`src/rtl/clk_div_prog.sv`:
```
// Runtime-programmable clock divider: near-50% divided clock plus a one-cycle period tick.
// Divisor reloads are held pending and take effect only at a period boundary.
module clk_div_prog #(
   parameter int CNT_W       = 16,
   parameter int DEFAULT_DIV = 10
) (
   input  logic             clk_in,
   input  logic             rst,
   input  logic             en,
   input  logic             sync_clr,
   input  logic [CNT_W-1:0] div_in,
   input  logic             div_load,
   output logic             clk_out,
   output logic             tick,
   output logic [CNT_W-1:0] div_cur,
   output logic             div_pending
);

   localparam logic [CNT_W-1:0] MIN_DIV = CNT_W'(2);
   localparam logic [CNT_W-1:0] RST_DIV = CNT_W'(DEFAULT_DIV);

   if (DEFAULT_DIV < 2 || DEFAULT_DIV >= (2 ** CNT_W)) begin : g_bad_default_div
      $error("clk_div_prog: DEFAULT_DIV must be >= 2 and < 2**CNT_W");
   end

   typedef enum logic {
      IDLE,
      RUN
   } state_t;

   state_t           state_q, state_d;
   logic [CNT_W-1:0] cnt_q, cnt_d;
   logic             clk_q, clk_d;
   logic             tick_q, tick_d;
   logic [CNT_W-1:0] dact_q, dact_d;
   logic [CNT_W-1:0] dpend_q, dpend_d;
   logic             pend_q, pend_d;

   logic [CNT_W-1:0] div_clamp;
   logic [CNT_W-1:0] d_eff;
   logic [CNT_W-1:0] half;
   logic [CNT_W-1:0] cnt_inc;
   logic             bnd;

   // A load on the boundary edge itself bypasses the pending register.
   assign div_clamp = (div_in < MIN_DIV) ? MIN_DIV : div_in;
   assign d_eff     = div_load ? div_clamp : dpend_q;
   assign half      = (dact_q >> 1) + {{(CNT_W-1){1'b0}}, dact_q[0]};
   assign cnt_inc   = cnt_q + 1'b1;

   always_comb begin
      state_d = state_q;
      cnt_d   = cnt_q;
      clk_d   = clk_q;
      tick_d  = 1'b0;
      dact_d  = dact_q;
      dpend_d = div_load ? div_clamp : dpend_q;
      pend_d  = div_load | pend_q;
      bnd     = 1'b0;
      case (state_q)
         IDLE: begin
            cnt_d = '0;
            clk_d = 1'b0;
            if (en) begin
               state_d = RUN;
               bnd     = 1'b1;
            end
         end
         RUN: begin
            if (!en) begin
               state_d = IDLE;
               cnt_d   = '0;
               clk_d   = 1'b0;
            end else if (sync_clr || (cnt_q == (dact_q - 1'b1))) begin
               bnd = 1'b1;
            end else begin
               cnt_d = cnt_inc;
               clk_d = (cnt_inc < half);
            end
         end
         default: begin
            state_d = IDLE;
            cnt_d   = '0;
            clk_d   = 1'b0;
         end
      endcase
      if (bnd) begin
         dact_d = d_eff;
         cnt_d  = '0;
         clk_d  = 1'b1;
         tick_d = 1'b1;
         pend_d = 1'b0;
      end
   end

   always_ff @(posedge clk_in or posedge rst) begin
      if (rst) begin
         state_q <= IDLE;
         cnt_q   <= '0;
         clk_q   <= 1'b0;
         tick_q  <= 1'b0;
         dact_q  <= RST_DIV;
         dpend_q <= RST_DIV;
         pend_q  <= 1'b0;
      end else begin
         state_q <= state_d;
         cnt_q   <= cnt_d;
         clk_q   <= clk_d;
         tick_q  <= tick_d;
         dact_q  <= dact_d;
         dpend_q <= dpend_d;
         pend_q  <= pend_d;
      end
   end

   assign clk_out     = clk_q;
   assign tick        = tick_q;
   assign div_cur     = dact_q;
   assign div_pending = pend_q;

endmodule
```
`config.mk`:
```
export PLATFORM = sky130hd
export DESIGN_NAME = clk_div_prog
export DESIGN_NICKNAME = d
export VERILOG_FILES = /design/src/rtl/clk_div_prog.sv
export SDC_FILE = /design/constraint.sdc
export NUM_CORES = 1
export LEC_CHECK = 0
export ABC_AREA = 0
export BUFFER_PORTS_ARGS = -buffer_cell sky130_fd_sc_hd__buf_2
export CAP_MARGIN = 20
export CORE_ASPECT_RATIO = 1.4
export CORE_MARGIN = 1.5
export CORE_UTILIZATION = 40
export CTS_CLUSTER_SIZE = 8
export DETAILED_ROUTE_END_ITERATION = 12
export PLACE_DENSITY = 0.58
export REMOVE_ABC_BUFFERS = 1
export SYNTH_ARGS = -nofsm -noshare
export SYNTH_HDL_FRONTEND = slang
export SYNTH_SLANG_ARGS = --single-unit
```
`constraint.sdc`:
```
create_clock -name clk_in -period 3.4 [get_ports clk_in]
set_clock_uncertainty 0.15 [all_clocks]
set_input_delay 0.17 -clock clk_in [delete_from_list [all_inputs] [get_ports clk_in]]
set_output_delay 0.17 -clock clk_in [all_outputs]
set_load 0.02 [all_outputs]
```
== Yosys cells after proc, flatten, opt, wreduce, memory -nomap -nowiden ==
Index checks and enable logic that the tools add are counted.

* Bits in registers: 52
* Bits in latches: 0
* RAM bits: 0
* Bits in read-only memories: 0
* Output and inout bits: 19
* Word-level logic and storage cells: 33
* Memories: 0

* Add/sub/neg operators: 3
* $mul: 0
* Divide/modulo/power cells: 0
* Order comparisons: 2
* Eq/ne operators: 2
* Shifts and indexed selects: 0
* Muxes and demuxes: 16
* Bitwise logic cells: 2
* Reduce and logical (&&, ||, !) cells: 1

{| class="wikitable"
|+ Operators with widths
! kind !! number
|-
| two-way mux 16 bit || 5
|-
| case mux 16 bit (2 select lines) || 1
|-
| adder 15 x 1 -> 16 bit || 1
|-
| adder 16 x 1 -> 16 bit (second input constant) || 1
|-
| == test 16 bit || 1
|-
| < comparator 16 bit || 1
|-
| < comparator 16 x 2 -> 1 bit (second input constant) || 1
|-
| subtractor 16 x 1 -> 16 bit (second input constant) || 1
|-
| two-way mux 1 bit || 8
|-
| inequality test 4 bit (second input constant) || 1
|-
| case mux 1 bit (2 select lines) || 2
|-
| logical OR 1 bit || 1
|-
| NOT 1 bit || 1
|-
| bitwise OR 1 bit || 1
|}

== Depth between registers and ports, before layout ==
* Depth in word-level cells: 7
* Gate-level depth with buffers: 12
* Mapped depth without buffers: 12

== Worst setup path after synthesis ==
No wires, ideal clock.

* Kind: reg-to-reg
* Start point: reg dact_q[0], in the netlist div_cur[0]
* End point: reg dact_q[0], in the netlist div_cur[0]
* Setup time: 0.087 ns
* Arrival time: 3.221 ns
* Setup slack: -0.058 ns
* Stages on the path, launching flop included: 13
* Clock period less this slack: 3.458 ns
* Cell sequence: dfrtp_1 -> inv_1 -> ha_1 -> or3b_2 -> or2_1 -> or3_1 -> a22o_1 -> or4_4 -> buf_6 -> and2_4 -> buf_6 -> buf_8 -> o221ai_2

* Longest elaborated chain between the ends: 6

{| class="wikitable"
|+ RTL lines
! item !! RTL line !! source
|-
| from (decl) || 35 || <nowiki>logic [CNT_W-1:0] dact_q, dact_d;</nowiki>
|-
| from (signal assigned) || 110 || <nowiki>dact_q <= dact_d;</nowiki>
|-
| subtractor 16 x 1 -> 16 bit || 74 || <nowiki>end else if (sync_clr || (cnt_q == (dact_q - 1'b1))) begin</nowiki>
|-
| == test 16 bit || 74 ||
|-
| logical OR 1 bit || 74 ||
|-
| two-way mux 1 bit || 74 ||
|-
| two-way mux 1 bit || 70 || <nowiki>if (!en) begin</nowiki>
|-
| case mux 1 bit (2 select lines) || 60 || <nowiki>case (state_q)</nowiki>
|}

Every way passes these cells.
A chain may end at the register's enable or synchronous reset.

== Final worst setup path ==
* Start point: reg dact_q[3], in the netlist div_cur[3]
* End point: reg dact_q[9], in the netlist div_cur[9]

Same word-level chain as after synthesis.

==> impl_metrics.yaml <==
run_status:
  outcome: "complete, no violations"
timing:
  clock.fmax_ghz: 0.314
  min_period_ns: 3.18
  slew_headroom_pct: 55.9
  setup_viol: 0
  worst_pin_slew_ns: 0.652
  final-hold-violation-count: 0
  min_period_over_period_pct: 93.6
  rsz0062_at_grt: "false"
  timing.hold.ws_ns: 0.00358
  fin_tns_setup_ns: 0
  slew_violations: 0
setup_path:
  end_kind: "register"
  path_buf_inv: 1
  critical_path.max_stage_delay_ns: 0.57
  path_cells: "or4_4 -> nor3_1 -> mux2_2 -> o211a_1 -> or4_4 -> buf_4 -> nand3_1 -> o221ai_1"
  cp-start-kind: "register"
  rr_endpoint: "div_cur[9]"
  cp_slowest_cell: "or4_4"
  crit_top_cell: "or4_4"
  critPathArrivalTime_ns: 3.19
  startpoint: "div_cur[3]"
  ff2ff_path_depth: 8
  critPathRequiredTime_ns: 3.41
  reg2reg_slack_ns: 0.22
  r2r_start: "div_cur[3]"
  path_max_fanout: 16
  worst-setup-path-type: "register to register"
  critPathTopFamily: "simple AND/OR/NAND/NOR gates"
cells_and_area:
  n_antenna_cell: 0
  stdcell_area_sq_mm: 0.00410
  layout.nets: 459
  nFillCells: 815
  drive_above_1_share_pct: 23.6
  area_delta_synth_final_pct: 16.5
placed_design:
  post_dp_cell_area_sq_mm: 0.00382
  dp_hpwl_mm: 6.68
  place_congestion: 0.872
  port_buffers: 39
clock_tree:
  cts_buffers: 5
  cts-root-buf: "clkbuf_16"
  clock_sinks: 52
  htreeDepth: 2
  insertion_delay_ns: 0.29
  tritoncts: "yes"
  max-clock-path-buffers: 2
  path_clk_slew_ns: 0.07
  cts_setup_buffers: 0
synth:
  synth_flop_cell: "dfrtp_1"
  syn_area_per_cell_sq_um: 9.34
  ys_types: 52
  ys_ff_latch: 52
  synth_cells: 377
  synth_edf_count: 0
  synthArstFlopShare_pct: 100
  netlist_area_sq_mm: 0.00352
  synth_warnings: 0
  seq_area_frac_synth_pct: 37.1
route:
  wire_per_inst_um: 16.5
  drtIter0Drc: 130
  dr.pass1.iters: 4
  totalWireLength_mm: 8.64
  antenna_left: 0
  vias: 2944
  vias_per_cell: 5.61
  drc: 0
min_path:
  holdPathEnd: "dpend_q[12]"
  whs_path_depth: 2
  hold_path.class: "input port to register"
  min-delay-start: "div_in[12]"
global_routing:
  grt_pass1_vias: 2967
  grt_pass1_wl_mm: 14.7
  grt.total_usage_pct: 20.4
  antenna_found_initial: 0
  grt_max_degree: 53
  overflow: 0
job:
  maxCapViolations: 0
power:
  power_density_mw_per_mm2: 444
  max-vdd-ir-drop_mv: 0.403
  totalPowerFinal_mw: 1.82
  power_leakage_nw: 1.83
floorplanning:
  die_area_sq_mm: 0.00939
  die_h_um: 114
  die_x_um: 82.3
  core_sq_mm: 0.00856
  initial_utilization_pct: 41.2
  io_pins: 40
  row_count: 40
[synth_stat cells (all sizes together), types with 8 or more instances]
| cell type | instances | area (sq um) |
|---|---|---|
| nor4 | 9 | 56.3 |
| inv | 24 | 90.1 |
| dfrtp | 48 | 1200 |
| nand2 | 30 | 113 |
| mux2 | 15 | 169 |
| clkbuf | 20 | 75.1 |
| nand4 | 8 | 50.1 |
| o221ai | 16 | 190 |
| nand3 | 35 | 175 |
| xnor2 | 29 | 254 |
| nor3 | 9 | 45.0 |
| ha | 19 | 238 |
| and3 | 14 | 87.6 |
| nor2 | 17 | 63.8 |
| xor2 | 13 | 114 |
[placed cells by master (no fill, tap or decap), drive strengths merged, types with 15 or more instances in the layout]
cell / Yosys / layout
buf: 7 / 54
dfrtp: 48 / 48
ha: 19 / 19
inv: 24 / 24
mux2: 15 / 15
nand2: 30 / 30
nand3: 35 / 35
nor2: 17 / 17
o221ai: 16 / 16
xnor2: 29 / 29
[where the power goes]
| part | leakage [nW] | switching, mW | internal [mW] |
|---|---|---|---|
| combinational | 1.10 | 0.277 | 0.207 |
| sequential | 0.644 | 0.0653 | 0.676 |
| clock | 0.0871 | 0.228 | 0.369 |
[metrics by stage]
step | util [%] | instances | setup WS (ns)
finish | 48.0 | 525 | 0.218
global route | 48.0 | 525 | 0.0347
CTS | 47.5 | 523 | 0.0613
detailed placement | 44.6 | 508 | 0.0402
global placement | 44.6 | 508 | 0.239
floorplan | - | 350 | -0.0229
[worst reg2reg max path, cell delays in order, from the launching register on]
cell and delay (ns):
dfstp_2 0.44, or4_4 0.57, nor3_1 0.32, mux2_2 0.38
o211a_1 0.22, or4_4 0.54, buf_4 0.22, nand3_1 0.11
o221ai_1 0.10
[state kept, by name (all words and copies together) (netlist names)]
name and count:
state_q 1, div_cur 16, cnt_q 16, clk_out 1, div_pending 1, tick 1
dpend_q 16
[layout make-up]
class	count	area, sq um	area share, %
multi-input combinational	274	2000	48.7
sequential	52	1310	31.9
timing repair buffer	62	400	9.76
clock buffer	6	139	3.38
tap	105	131	3.20
inverter	24	90.1	2.20
clock inverter	2	38.8	0.945
[kinds of logic after synthesis]
family / Yosys count / synth area share, %
buf+inv: 51 / 6.39
compound gates: 49 / 12.1
flops: 52 / 37.1
simple gates: 149 / 22.5
mux: 15 / 4.80
xor+xnor: 42 / 10.4
fa+ha+maj: 19 / 6.75
[per-layer routing]
metal / GRT usage, % / share of wire (%) / vias up
met5: 0 / 0 / -
met4: 8.02 / 2.6 / 0
met3: 2.80 / 2.8 / 13
met2: 35.5 / 53 / 61
met1: 24.7 / 42 / 1438
li1: - / - / 1432
[what timing repair did]
action | in CTS | in global routing
setup endpoints to repair | 0 | 1
hold buffers | 7 | 1
gates resized for setup | 0 | 3
endpoints found under the hold margin | 7 | 21
[worst max path at each step]
stage / endpoint / slack [ns] / depth (start not counted)
finish: div_cur[9] / 0.22 / 8
global route: clk_out / 0.03 / 11
detailed placement: clk_out / 0.04 / 11
global placement: div_pending / 0.24 / 9
floorplan: div_pending / -0.02 / 9
CTS: clk_out / 0.06 / 11
Power figures use the tool's default switching activity.
